### src/rtl/cache_refill_ctrl.sv
// cache_refill_ctrl: read-miss refill controller for the direct-mapped D-cache.
// On a load miss it stalls the pipeline, fetches one word over a req/ack
// handshake and writes word, tag and set back through a one-cycle fill port.
//
// Ports:
//   clk, rst              clock, asynchronous active-high reset
//   MissM, MemWriteM      cache miss this cycle / access is a store
//   ALUResultM            access address
//   StallM                pipeline hold (combinational)
//   MemReq, MemAddr       word read request to data memory
//   MemAck, MemRdata      read data valid / read data
//   FillEn, FillSet,
//   FillTag, FillData     one-cycle fill strobe and payload to cache arrays
//   ErrM                  sticky memory timeout flag
//   RefillCount           saturating count of completed refills
module cache_refill_ctrl #(
    parameter int NUM_SET = 8,
    parameter int TIMEOUT = 64,
    localparam int SW = $clog2(NUM_SET),
    localparam int TW = 30 - SW
) (
    input  logic          clk,
    input  logic          rst,
    input  logic          MissM,
    input  logic          MemWriteM,
    input  logic [31:0]   ALUResultM,
    output logic          StallM,
    output logic          MemReq,
    output logic [31:0]   MemAddr,
    input  logic          MemAck,
    input  logic [31:0]   MemRdata,
    output logic          FillEn,
    output logic [SW-1:0] FillSet,
    output logic [TW-1:0] FillTag,
    output logic [31:0]   FillData,
    output logic          ErrM,
    output logic [15:0]   RefillCount
);

    localparam logic [1:0] IDLE = 2'd0;
    localparam logic [1:0] REQ  = 2'd1;
    localparam logic [1:0] FILL = 2'd2;

    localparam int CW = $clog2(TIMEOUT) + 1;
    // Last wait-counter value before giving up; unused when TIMEOUT is 0.
    localparam logic [CW-1:0] LIM = (TIMEOUT == 0) ? '0 : CW'(TIMEOUT - 1);

    logic [1:0]    state;
    logic [31:0]   addr_q;
    logic [31:0]   data_q;
    logic [CW-1:0] wait_cnt;
    logic          start;

    assign start = MissM & ~MemWriteM;

    always_ff @(posedge clk or posedge rst) begin
        if (rst) begin
            state       <= IDLE;
            addr_q      <= '0;
            data_q      <= '0;
            wait_cnt    <= '0;
            ErrM        <= 1'b0;
            RefillCount <= '0;
        end else begin
            unique case (state)
                IDLE: begin
                    if (start) begin
                        addr_q   <= ALUResultM & ~32'h3;
                        wait_cnt <= '0;
                        state    <= REQ;
                    end
                end
                REQ: begin
                    // An ack on the limit cycle still wins over the timeout.
                    if (MemAck) begin
                        data_q <= MemRdata;
                        state  <= FILL;
                    end else if (TIMEOUT != 0 && wait_cnt == LIM) begin
                        ErrM  <= 1'b1;
                        state <= IDLE;
                    end else begin
                        wait_cnt <= wait_cnt + 1'b1;
                    end
                end
                FILL: begin
                    if (RefillCount != 16'hFFFF)
                        RefillCount <= RefillCount + 16'd1;
                    state <= IDLE;
                end
                default: state <= IDLE;
            endcase
        end
    end

    assign StallM  = (state != IDLE) | start;
    assign MemReq  = (state == REQ);
    assign FillEn  = (state == FILL);
    // Payload buses are zero whenever their strobe is low.
    assign MemAddr  = MemReq ? addr_q : '0;
    assign FillSet  = FillEn ? addr_q[2+SW-1:2] : '0;
    assign FillTag  = FillEn ? addr_q[31:2+SW] : '0;
    assign FillData = FillEn ? data_q : '0;

endmodule

### config.mk
export PLATFORM = sky130hd
export DESIGN_NAME = cache_refill_ctrl
export DESIGN_NICKNAME = d
export VERILOG_FILES = /design/src/rtl/cache_refill_ctrl.sv
export SDC_FILE = /design/constraint.sdc
export NUM_CORES = 1
export LEC_CHECK = 0
export BUFFER_PORTS_ARGS = -buffer_cell sky130_fd_sc_hd__buf_2
export CAP_MARGIN = 20
export CORE_ASPECT_RATIO = 1.2
export CORE_UTILIZATION = 36
export CTS_BUF_LIST = sky130_fd_sc_hd__clkbuf_16
export DETAILED_ROUTE_END_ITERATION = 10
export PLACE_DENSITY = 0.6
export SLEW_MARGIN = 20
export SYNTH_ARGS = -nofsm -noshare
export SYNTH_HDL_FRONTEND = slang
export SYNTH_SLANG_ARGS = --single-unit
### constraint.sdc
create_clock -name clk -period 4.25 [get_ports clk]
set_clock_uncertainty 0.1 [all_clocks]
set_input_delay 0.85 -clock clk [delete_from_list [all_inputs] [get_ports clk]]
set_output_delay 0.85 -clock clk [all_outputs]
set_load 0.02 [all_outputs]
### Word level (Yosys, flattened, before mapping)

Cells that the tools add are included.

* bits in registers: 88
* bits in latches: 0
* RAM bits: 0
* ROM bits: 0
* input bits: 69
* logic and storage cells: 41
* memories: 0

* add/sub/neg operators: 2
* $mul: 0
* div/mod/pow operators: 0
* $lt $le $gt $ge: 0
* eq/ne operators: 8
* shift-type cells: 0
* mux-type cells: 12
* bitwise operators: 4
* reduce and logical (&&, ||, !) cells: 9

Operator list (number)
* $mux W32: 2
* $mux W27: 1
* $mux W7: 3
* $add A16 B1 Y16 const B: 1
* $ne A16 B16 Y1 const B: 1
* $pmux W7 S2: 1
* $reduce_and A2 Y1: 4
* $add A7 B1 Y7 const B: 1
* $eq A7 B6 Y1 const B: 1
* $mux W2: 3
* $ne A2 B2 Y1 const B: 3
* $pmux W2 S2: 1
* $reduce_and A4 Y1: 1
* $reduce_bool A2 Y1: 2
* $mux W3: 1
* $ne A3 B1 Y1 const B: 1
* $reduce_and A3 Y1: 1
* $eq A2 B1 Y1 const B: 1
* $eq A2 B2 Y1 const B: 1
* $logic_not A2 Y1: 1
* $not A1 Y1: 2
* $and A1 B1 Y1: 1
* $or A1 B1 Y1: 1

### Depth between registers and ports, before layout

* depth after elaboration: 4
* gate-level depth with buffers: 5
* mapped depth without buffers: 5

### Least setup slack after synthesis

Ideal clock, no wire load.

* path kind: reg2out
* from: register state[0]
* to: output FillData[22]
* arrival: 1529 ps
* setup slack: 1771 ps
* cell stages (with the launch flop): 6
* buffers on the path: 2
* cells stage by stage: dfrtp_1 nand2b_1 inv_1 clkbuf_1 clkbuf_1 and2_1

* word-level cells in the longest chain between the ends: 2

Ends and longest elaborated chain
* from (decl): RTL line 48 `logic [1:0] state;`
* from (signal assigned): RTL line 58 `state <= IDLE;`
* from (signal assigned): RTL line 70 `state <= REQ;`
* from (signal assigned): RTL line 77 `state <= FILL;`
* $eq A2 B2 Y1: RTL line 97 `assign FillEn = (state == FILL);`
* named net FillEn: RTL line 32 `output logic FillEn,`
* $mux W32: RTL line 102 `assign FillData = FillEn ? data_q : '0;`
* to (decl): RTL line 35 `output logic [31:0] FillData,`

The timed path passes the listed nets, and every way through them passes these cells.

### Worst setup path after layout

* from: register state[0]
* to: output FillData[1]

* word-level cells in the longest chain between the ends: 2

Ends and longest elaborated chain (RTL line)
* $eq A2 B2 Y1: 97
* $mux W32: 102

Every way passes these cells.

==> impl_metrics.tcl <==
set metrics [dict create \
    p_per_area_nw_per_um2 479 \
    synth_area_leaders "dfrtp_1 (52%), mux2_2 (16%), and2_1 (14%)" \
    highest_layer "met4" \
    routed_wl_um 9440 \
    start_kind "flip-flop" \
    outcome "finished clean" \
    synth_area_per_cell_um2 11.6 \
    required_ns 3.30 \
    syn_area_um2 4210 \
    grt_use_total 0.157 \
    maxCapViolCount 0 \
    rsz0062_at_grt "no" \
    r2r_slack_ns 1.46 \
    stdcell_area_um2 5570 \
    ioPinCount 183 \
    multi_input_area_um2 1910 \
    hpwl_um 6950 \
    cts_tree "yes" \
    num_vias 3247 \
    first_pass_iters 4 \
    synth_seq_cells 88 \
    gp_congestion 0.763 \
    min_period_over_period 0.753 \
    hold_viol_final 0 \
    n_antenna_cell 0 \
    synth_edf_count 0 \
    hp-class "in -> async" \
    insertion_delay_ns 0.33 \
    numCtsBuffers 9 \
    final.setup.tns_ns 0 \
    fp.dieW_um 101 \
    p_leak_nw 2.90 \
    place_ws_ns 1.38 \
    fmax_ghz 0.313 \
    antenna_found_initial 0 \
    post-route-drc-count 0 \
    drt-met1-wl_um 4010 \
    yosysWarnings 0 \
    initial_core_util 0.376 \
    cts-root-buf "clkbuf_16" \
    clk_pin_slew_ns 0.06 \
    reg2reg_from "state[0]" \
    reg2reg_to "RefillCount[13]" \
    vdd_drop_max_mv 0.220 \
    switching_share 0.290 \
    setup-violations-final 0 \
    fin_util 0.498 \
    yosys.area.top_type "dfrtp_1" \
    grt_start_max_net_pins 51 \
    cts_setup_buffers 0 \
    wl_per_cell_um 13.5 \
    finalWorstPathRequiredPeriod_ns 3.20 \
    clockBufferDepth 2 \
    setup_ws_ns 1.05 \
    startpoint "state[0]" \
    hold_buffers 0 \
    coreArea_um2 11200 \
    worstPathMaxFanout 39 \
    p_comb_frac 0.243 \
    critPathSlowestCell "inv_1" \
    internal_power_mw 1.89 \
    overflow 0 \
    ys_dominant_reg_cell "dfrtp_1" \
    total_power_mw 2.67 \
    switching_power_mw 0.774 \
    placed_cell_area_um2 5270 \
    wl_met3_um 488 \
    syn_to_final_growth_pct 32.3 \
    syn_inst 362 \
    worst_slew_pin_slew_ns 0.997 \
    rr_worst_depth 6 \
    async_flop_share 1.00 \
    cts_max_level 3 \
    worstSetupPathType "reg -> out" \
    cts_resized 0 \
    crit_path_end_kind "output pin" \
    cts.sinks 88 \
    synth_common_cells "and2_1 (93), dfrtp_1 (88), mux2_2 (60)" \
    synth_cell_types 48 \
    drtAntennaViolNets 0 \
    worstPathArrival_ns 2.25 \
    seqCellArea_um2 2200 \
    synth_most_common_cell "and2_1" \
    met2_length_um 4800 \
    drive_above_1_share 0.491 \
    rows 42 \
    fillers 1070 \
    drtIter0Drc 51 \
    slowest_delay_ns 0.49 \
    grt_pass1_vias 3145 \
    relSlewSlack 0.332 \
    vias_per_cell 4.65 \
    io_buffer_count 178 \
    seq_area_frac_synth 0.523 \
    pwr-share-clk 0.304 \
    crit_chain "nand2b_1 > inv_1 > buf_4 > and2_1 > buf_2" \
    synth_top_area_share 0.523 \
    nets 610 \
    die_h_um 120 \
    sequentialPowerShare 0.454 \
    slew_violations 0 \
    grt_pass1_wl_um 14900 \
    fp.dieArea_um2 12100 \
]
worst max-delay path by stage:
stage                    to  slack (ns)  cells after the start
6_report        FillData[1]        1.05                      5
4_1_cts         FillData[1]        1.02                      5
3_3_place_gp    FillData[6]        1.42                      5
3_5_place_dp    FillData[6]        1.38                      5
2_1_floorplan          ErrM        1.02                      1
5_1_grt        FillData[22]        0.84                      5
cells in the final DEF, fill, tap and decap left out, types with 2 or more instances in the layout:
| cell type | n |
|---|---|
| buf_2 | 178 |
| and2_1 | 93 |
| dfrtp_1 | 88 |
| mux2_2 | 60 |
| nand2_1 | 10 |
| inv_1 | 10 |
| a21oi_1 | 9 |
| clkbuf_16 | 9 |
| nand3_1 | 7 |
| nand4_1 | 5 |
| nor2_1 | 5 |
| buf_4 | 5 |
| nand2b_1 | 4 |
| xor2_1 | 4 |
| nor3_1 | 4 |
| xnor2_1 | 4 |
| o21ai_0 | 4 |
| a31oi_1 | 4 |
| mux2_1 | 2 |
| nor4_1 | 2 |
| a21o_1 | 2 |
| clkinv_2 | 2 |
| ha_1 | 2 |
| conb_1 | 2 |
| bufinv_16 | 2 |
cell type report:
type	count	area share
flip-flops and latches	88	0.395
multi-input cells	249	0.343
repair buffers	183	0.167
clock buffers	9	0.0404
well taps	154	0.0346
clock inverters	7	0.0144
inverters	8	0.00561
power groups by stage:
stage                     combinational, mW  sequential, mW  clock [mW]
after floorplan                       0.459            1.20           0
after global placement                0.641            1.21           0
after detailed placement              0.658            1.23           0
after CTS                             0.660            1.21       0.834
after global routing                  0.712            1.24       0.867
final                                 0.648            1.21       0.811
through the flow:
stage / instances / hold WS, ns
2_1_floorplan: 363 / 0.364
3_3_place_gp: 682 / 0.351
3_5_place_dp: 682 / 0.352
4_1_cts: 698 / 0.282
5_1_grt: 698 / 0.283
6_report: 698 / 0.289
kinds of logic after synthesis:
| logic type | Yosys count | share of synthesized area |
|---|---|---|
| simple gates | 147 | 0.217 |
| buf+inv | 26 | 0.0258 |
| mux | 64 | 0.172 |
| compound gates | 26 | 0.0395 |
| xor+xnor | 8 | 0.0166 |
| flops | 88 | 0.523 |
| other cells | 1 | 0.000890 |
| fa+ha+maj | 2 | 0.00594 |
metal layers:
metal	track usage	vias up
met3	0.0434	9
met2	0.273	85
met4	0.0562	0
li1	-	1586
met5	0	-
met1	0.183	1567
flip-flops by register name, summed over array words and instances (netlist names):
signal / cells
wait_cnt: 7
ErrM: 1
RefillCount: 16
state: 2
data_q: 32
addr_q: 30
worst max-delay path: cells and delay by family, from the launching register on:
| family | cells | cell delay (ns) |
|---|---|---|
| buffers and inverters | 3 | 1.09 |
| flip-flops | 1 | 0.42 |
| AND/OR/NAND/NOR | 2 | 0.40 |
Power figures use the tool's default switching activity.
